## src/rtl/syn_pipe_stage.sv

```systemverilog
// syn_pipe_stage: valid/ready pipeline register with an optional skid entry.
// Define SYN_PIPE_SKID_EN to add the skid entry and register in_ready (no out_ready -> in_ready path).
module syn_pipe_stage #(
    parameter int unsigned      WIDTH      = 32,
    parameter logic [WIDTH-1:0] RESET_DATA = {WIDTH{1'b0}}
) (
    input  logic             clk,
    input  logic             rst,
    input  logic             flush,
    input  logic             in_valid,
    output logic             in_ready,
    input  logic [WIDTH-1:0] in_data,
    output logic             out_valid,
    input  logic             out_ready,
    output logic [WIDTH-1:0] out_data,
    output logic [1:0]       occupancy
);

    typedef enum logic [1:0] {
        EMPTY = 2'd0,
        ONE   = 2'd1,
        FULL  = 2'd2
    } state_e;

    state_e           state_q, state_d;
    logic [WIDTH-1:0] main_q, main_d;
    logic             out_valid_q, out_valid_d;
    logic [1:0]       occ_q, occ_d;
`ifdef SYN_PIPE_SKID_EN
    logic [WIDTH-1:0] skid_q, skid_d;
    logic             in_ready_q, in_ready_d;
`endif

    logic in_fire;
    logic out_fire;

    assign out_valid = out_valid_q;
    assign occupancy = occ_q;
    assign out_data  = main_q;
`ifdef SYN_PIPE_SKID_EN
    assign in_ready  = in_ready_q;
`else
    // Without a skid entry the stage can only accept while it empties.
    assign in_ready  = ~out_valid_q | out_ready;
`endif

    assign in_fire  = in_valid & in_ready;
    assign out_fire = out_valid_q & out_ready;

    // Next-state and datapath selection; flush overrides every handshake.
    always_comb begin
        state_d = state_q;
        main_d  = main_q;
`ifdef SYN_PIPE_SKID_EN
        skid_d  = skid_q;
`endif
        if (flush) begin
            state_d = EMPTY;
            main_d  = RESET_DATA;
`ifdef SYN_PIPE_SKID_EN
            skid_d  = RESET_DATA;
`endif
        end else begin
            case (state_q)
                EMPTY: begin
                    if (in_fire) begin
                        main_d  = in_data;
                        state_d = ONE;
                    end
                end
                ONE: begin
                    if (in_fire && out_fire) begin
                        main_d = in_data;
`ifdef SYN_PIPE_SKID_EN
                    end else if (in_fire) begin
                        skid_d  = in_data;
                        state_d = FULL;
`endif
                    end else if (out_fire) begin
                        state_d = EMPTY;
                    end
                end
`ifdef SYN_PIPE_SKID_EN
                FULL: begin
                    if (out_fire) begin
                        main_d  = skid_q;
                        state_d = ONE;
                    end
                end
`endif
                default: begin
                    state_d = EMPTY;
                end
            endcase
        end

        // Status flags are precomputed so the outputs come straight from flops.
        out_valid_d = (state_d != EMPTY);
        occ_d       = state_d;
`ifdef SYN_PIPE_SKID_EN
        in_ready_d  = (state_d != FULL);
`endif
    end

    always_ff @(posedge clk) begin
        if (rst) begin
            state_q     <= EMPTY;
            main_q      <= RESET_DATA;
            out_valid_q <= 1'b0;
            occ_q       <= 2'd0;
`ifdef SYN_PIPE_SKID_EN
            skid_q      <= RESET_DATA;
            in_ready_q  <= 1'b1;
`endif
        end else begin
            state_q     <= state_d;
            main_q      <= main_d;
            out_valid_q <= out_valid_d;
            occ_q       <= occ_d;
`ifdef SYN_PIPE_SKID_EN
            skid_q      <= skid_d;
            in_ready_q  <= in_ready_d;
`endif
        end
    end

`ifndef SYNTHESIS
    // A stalled payload must not change underneath the consumer.
    a_hold_stable : assert property (@(posedge clk)
        (!rst && !flush && out_valid && !out_ready) |=> $stable(out_data));

    a_valid_occ : assert property (@(posedge clk)
        out_valid == (occupancy != 2'd0));

`ifdef SYN_PIPE_SKID_EN
    a_occ_range : assert property (@(posedge clk) occupancy <= 2'd2);
`else
    a_occ_range : assert property (@(posedge clk) occupancy <= 2'd1);
`endif
`endif

endmodule
```

## config.mk

```make
export PLATFORM = sky130hd
export DESIGN_NAME = syn_pipe_stage
export DESIGN_NICKNAME = d
export VERILOG_FILES = /design/src/rtl/syn_pipe_stage.sv
export SDC_FILE = /design/constraint.sdc
export NUM_CORES = 1
export LEC_CHECK = 0
export ABC_AREA = 1
export CAP_MARGIN = 20
export CORE_MARGIN = 4
export CORE_UTILIZATION = 40
export DETAILED_ROUTE_END_ITERATION = 10
export HOLD_SLACK_MARGIN = 0.05
export PLACE_DENSITY_LB_ADDON = 0.1
export SLEW_MARGIN = 20
export SYNTH_ARGS = -nofsm -noshare
export SYNTH_HDL_FRONTEND = slang
export SYNTH_SLANG_ARGS = --single-unit
export TNS_END_PERCENT = 20
```

## constraint.sdc

```tcl
create_clock -name clk -period 1.4 [get_ports clk]
set_clock_uncertainty 0.2 [all_clocks]
set_input_delay 0.14 -clock clk [delete_from_list [all_inputs] [get_ports clk]]
set_output_delay 0.14 -clock clk [all_outputs]
set_load 0.02 [all_outputs]
```

# After elaboration in Yosys (flattened, before gate mapping)
# Cells that the tools add are included.
# totals
regBits	35
inputBits	37
# classes
eq_ne	3
muxes	8
bitwise_logic	4
reduce_logical	6
# ops
cell	count
two-way mux 32 bit	2
one-hot mux 32 bit (2 select lines)	1
two-way mux 2 bit	4
!= test 2 bit, second input constant	2
one-hot mux 2 bit (2 select lines)	1
nonzero test 2 bit	2
AND reduction 3 bit	1
AND 1 bit	2
equality test 2 x 1 -> 1 bit, second input constant	1
zero test 2 bit	1
OR reduction 2 bit	1
logical AND 1 bit	1
inverter 1 bit	1
OR 1 bit	1

# Depth between registers and ports, before layout
# logic_depth
word_depth	8
mapped_depth	8
ltp_nobuf	7

# Worst setup path before layout
# OpenSTA, ideal clock, no wires.
# synth_path
path_type	reg-to-reg
from	register out_valid_q (netlist: out_valid)
to	register main_q[20] (netlist: out_data[20])
arrival_time_ps	1137
required_ps	1087
slack_ps	-49
path_stages_with_launch	7
cell_sequence	dfxtp_1 > nand2_1 > a21oi_2 > buf_2 > nand3_1 > nand2_1 > nor2_1
# synth_between
elab_chain_cells	6
# synth_lines
item	line	text
start, declared	27	logic out_valid_q, out_valid_d;
start signal, assigned	118	out_valid_q <= out_valid_d;
inverter 1 bit	44	assign in_ready = ~out_valid_q | out_ready;
OR 1 bit	44	
AND 1 bit	47	assign in_fire = in_valid & in_ready;
logical AND 1 bit	72	if (in_fire && out_fire) begin
!= test 2 bit (no source line)	n/a	
AND reduction 3 bit (no source line) *	n/a	
end signal, assigned	117	main_q <= main_d;
end, declared	26	logic [WIDTH-1:0] main_q, main_d;
# Mark *: on every way between the ends. The rest lies on a longest branch, timed or not.
# A chain may end at the register's enable or synchronous reset.

# Worst setup path in the final report
# layout_path
from	register out_valid_q (netlist: out_valid)
to	register main_q[11] (netlist: out_data[11])
# The elaborated chain is that of the path after synthesis.

==> results.cfg <==
[run_status]
status = complete, no violations

[critical_path]
worst_path_max_delay_cell = dfxtp_4
end_kind = flip-flop
r2r.worst_path.cells = 6
crit_buf_inv = 1
critPathKind = reg2reg
worstSetupStartpointType = flip-flop
required_ns = 1.38
critPathMaxFanout = 7
slowest_delay_ns = 0.36
crit_chain = nand2_4 -> a21oi_4 -> buf_4 -> nand3_1 -> nand2_1 -> nor2_1
cp_top_family = flip-flops
arrival_ns = 1.36
crit_cells = 6

[global_route]
grt_max_degree = 19
grt_pass1_vias = 1390
grt_usage_pct = 15.6
grt_overflow = 0
antenna_found_initial = 0
grt_pass1_wl_mm = 6.18

[routing]
drt-initial-drc-count = 114
vias_per_cell = 4.43
first_pass_iters = 4
drt-wirelength-per-cell_um = 10.7
ant_nets = 0
drc = 0
via_count = 1541
routed_wl_mm = 3.73

[final_layout]
drive_gt1_share_pct = 11.9
fillCellCount = 316
antenna_cells = 0
nets = 338
fin_cells = 348
layout_commonest_cell = nor2_1
area_delta_synth_final_pct = 64.1
seqCellArea_um2 = 704
layout_common_cells = 63 x nor2_1, 35 x clkdlybuf4s50_1, 34 x inv_1, 34 x dfxtp_1, 33 x dlygate4sd2_1
multiInputGateArea_um2 = 628
finish.utilization_pct = 71.0

[sta]
finalMaxSlewViolations = 0
clock.fmax_mhz = 725
tns_ns = 0
hold_slack_ns = 0.150
setup_violations = 0
fin_ws_ns = 0.0212
rsz0062_at_grt = true
finalHoldViolCount = 0
fin_crit_sh_pct = 98.5
fin_crit_ns = 1.38

[placed_design]
numPortBuffers = 72
dp.cells = 338
place.gp.congestion = 0.718
pre_cts_ws_ns = -0.275
dp_hpwl_mm = 2.66

[floorplanning]
die_h_um = 69.2
rows = 21
dieArea_mm2 = 0.00479
start_util_pct = 43.3
coreArea_mm2 = 0.00347
pin_count = 73
fp.dieW_um = 69.2

[clocking]
cts.clk_slew.worst_paths_ns = 0.06
clock_path_buffers = 2
cts_buffers = 5
h-tree-depth = 2
cts.sinks = 35
postCtsHoldBufs = 0
cts_tree = yes
cts-root-buf = clkbuf_8
insertion_delay_ns = 0.28
cts_setup_buffers = 0

[synth]
synth-seq-cells = 35
avgSynthCellArea_um2 = 6.76
synth_area_mm2 = 0.00150
synthTopCellsByArea = dfxtp_1 47%, nor2_1 16%, nand3_1 11%
ys_seq_area_share_pct = 46.7
synth_nets = 259
synth_top_cell_by_area = dfxtp_1
synth_top_area_share_pct = 46.7
netlist_instances = 222
yosysUniqueCellTypes = 14
ys_warn_count = 0

[hold_path]
hold_class = in2reg
min_path_cells = 5

[power]
ir_worst_vdd_v = 0.000505
leakage_nw = 1.26
p_per_area_mw_per_mm2 = 922

[run]
cap_violations = 0
## area by class of cell
type	count	share of cell area, %
tap	46	2.34
inverter	35	5.34
clock buffer	8	4.07
timing repair buffer	84	34.1
multi-input combinational	140	25.5
sequential	35	28.6
## Yosys cell counts
library cell  instances
a21oi_1               2
a21oi_2               1
buf_1                 1
buf_2                 8
buf_6                 3
conb_1                1
dfxtp_1              35
inv_1                34
inv_2                 1
nand2_1              34
nand2_2               4
nand3_1              32
nor2_1               65
nor2_4                1
## cells by family after synthesis
| group | share of synthesized area (%) |
|---|---|
| buf+inv | 13.9 |
| simple gates | 37.9 |
| flops | 46.7 |
| other cells | 0.250 |
| compound gates | 1.25 |
## worst paths after layout
kind	start	end	slack, ns
min	out_ready	out_valid	0.15
max	out_valid	out_data[11]	0.02
max reg2reg	out_valid	out_data[11]	0.02
min reg2reg	out_data[10]	out_data[10]	0.28
## power breakdown
part	leakage (nW)	internal [mW]	switching, mW
registers	0.286	1.03	0.0179
clock network	0.0515	0.449	0.336
logic	0.920	0.226	0.213
## state kept, by name, summed over array words and instances, names as in the netlist
| name | count |
|---|---|
| occupancy | 2 |
| out_data | 32 |
| out_valid | 1 |
## worst reg2reg max path: cells and delay by family, from the launching register on
family          cells  cell delay (ns)
flops               1             0.36
simple gates        4             0.24
compound gates      1             0.27
buf+inv             1             0.21
## what timing repair did
item,in CTS,in global routing
gates resized for setup,37,19
endpoints found under the setup margin,36,19
endpoints found under the hold margin,0,0
pin swaps,0,1
cloned,0,2
## layer usage
layer,global-route usage (%),share of wire [%],up-vias
met5,0,0,-
met4,5.86,1.3,0
met3,5.65,7.7,6
met2,26.4,48,44
met1,18.0,43,677
li1,-,-,814
## metrics by stage
stage | area (um^2) | total power [mW]
after floorplan | 1500 | 1.29
after global placement | 2330 | 1.51
after detailed placement | 2330 | 1.51
after CTS | 2390 | 2.27
after global routing | 2460 | 2.39
final | 2460 | 2.27
(Power assumes the default switching activity.)
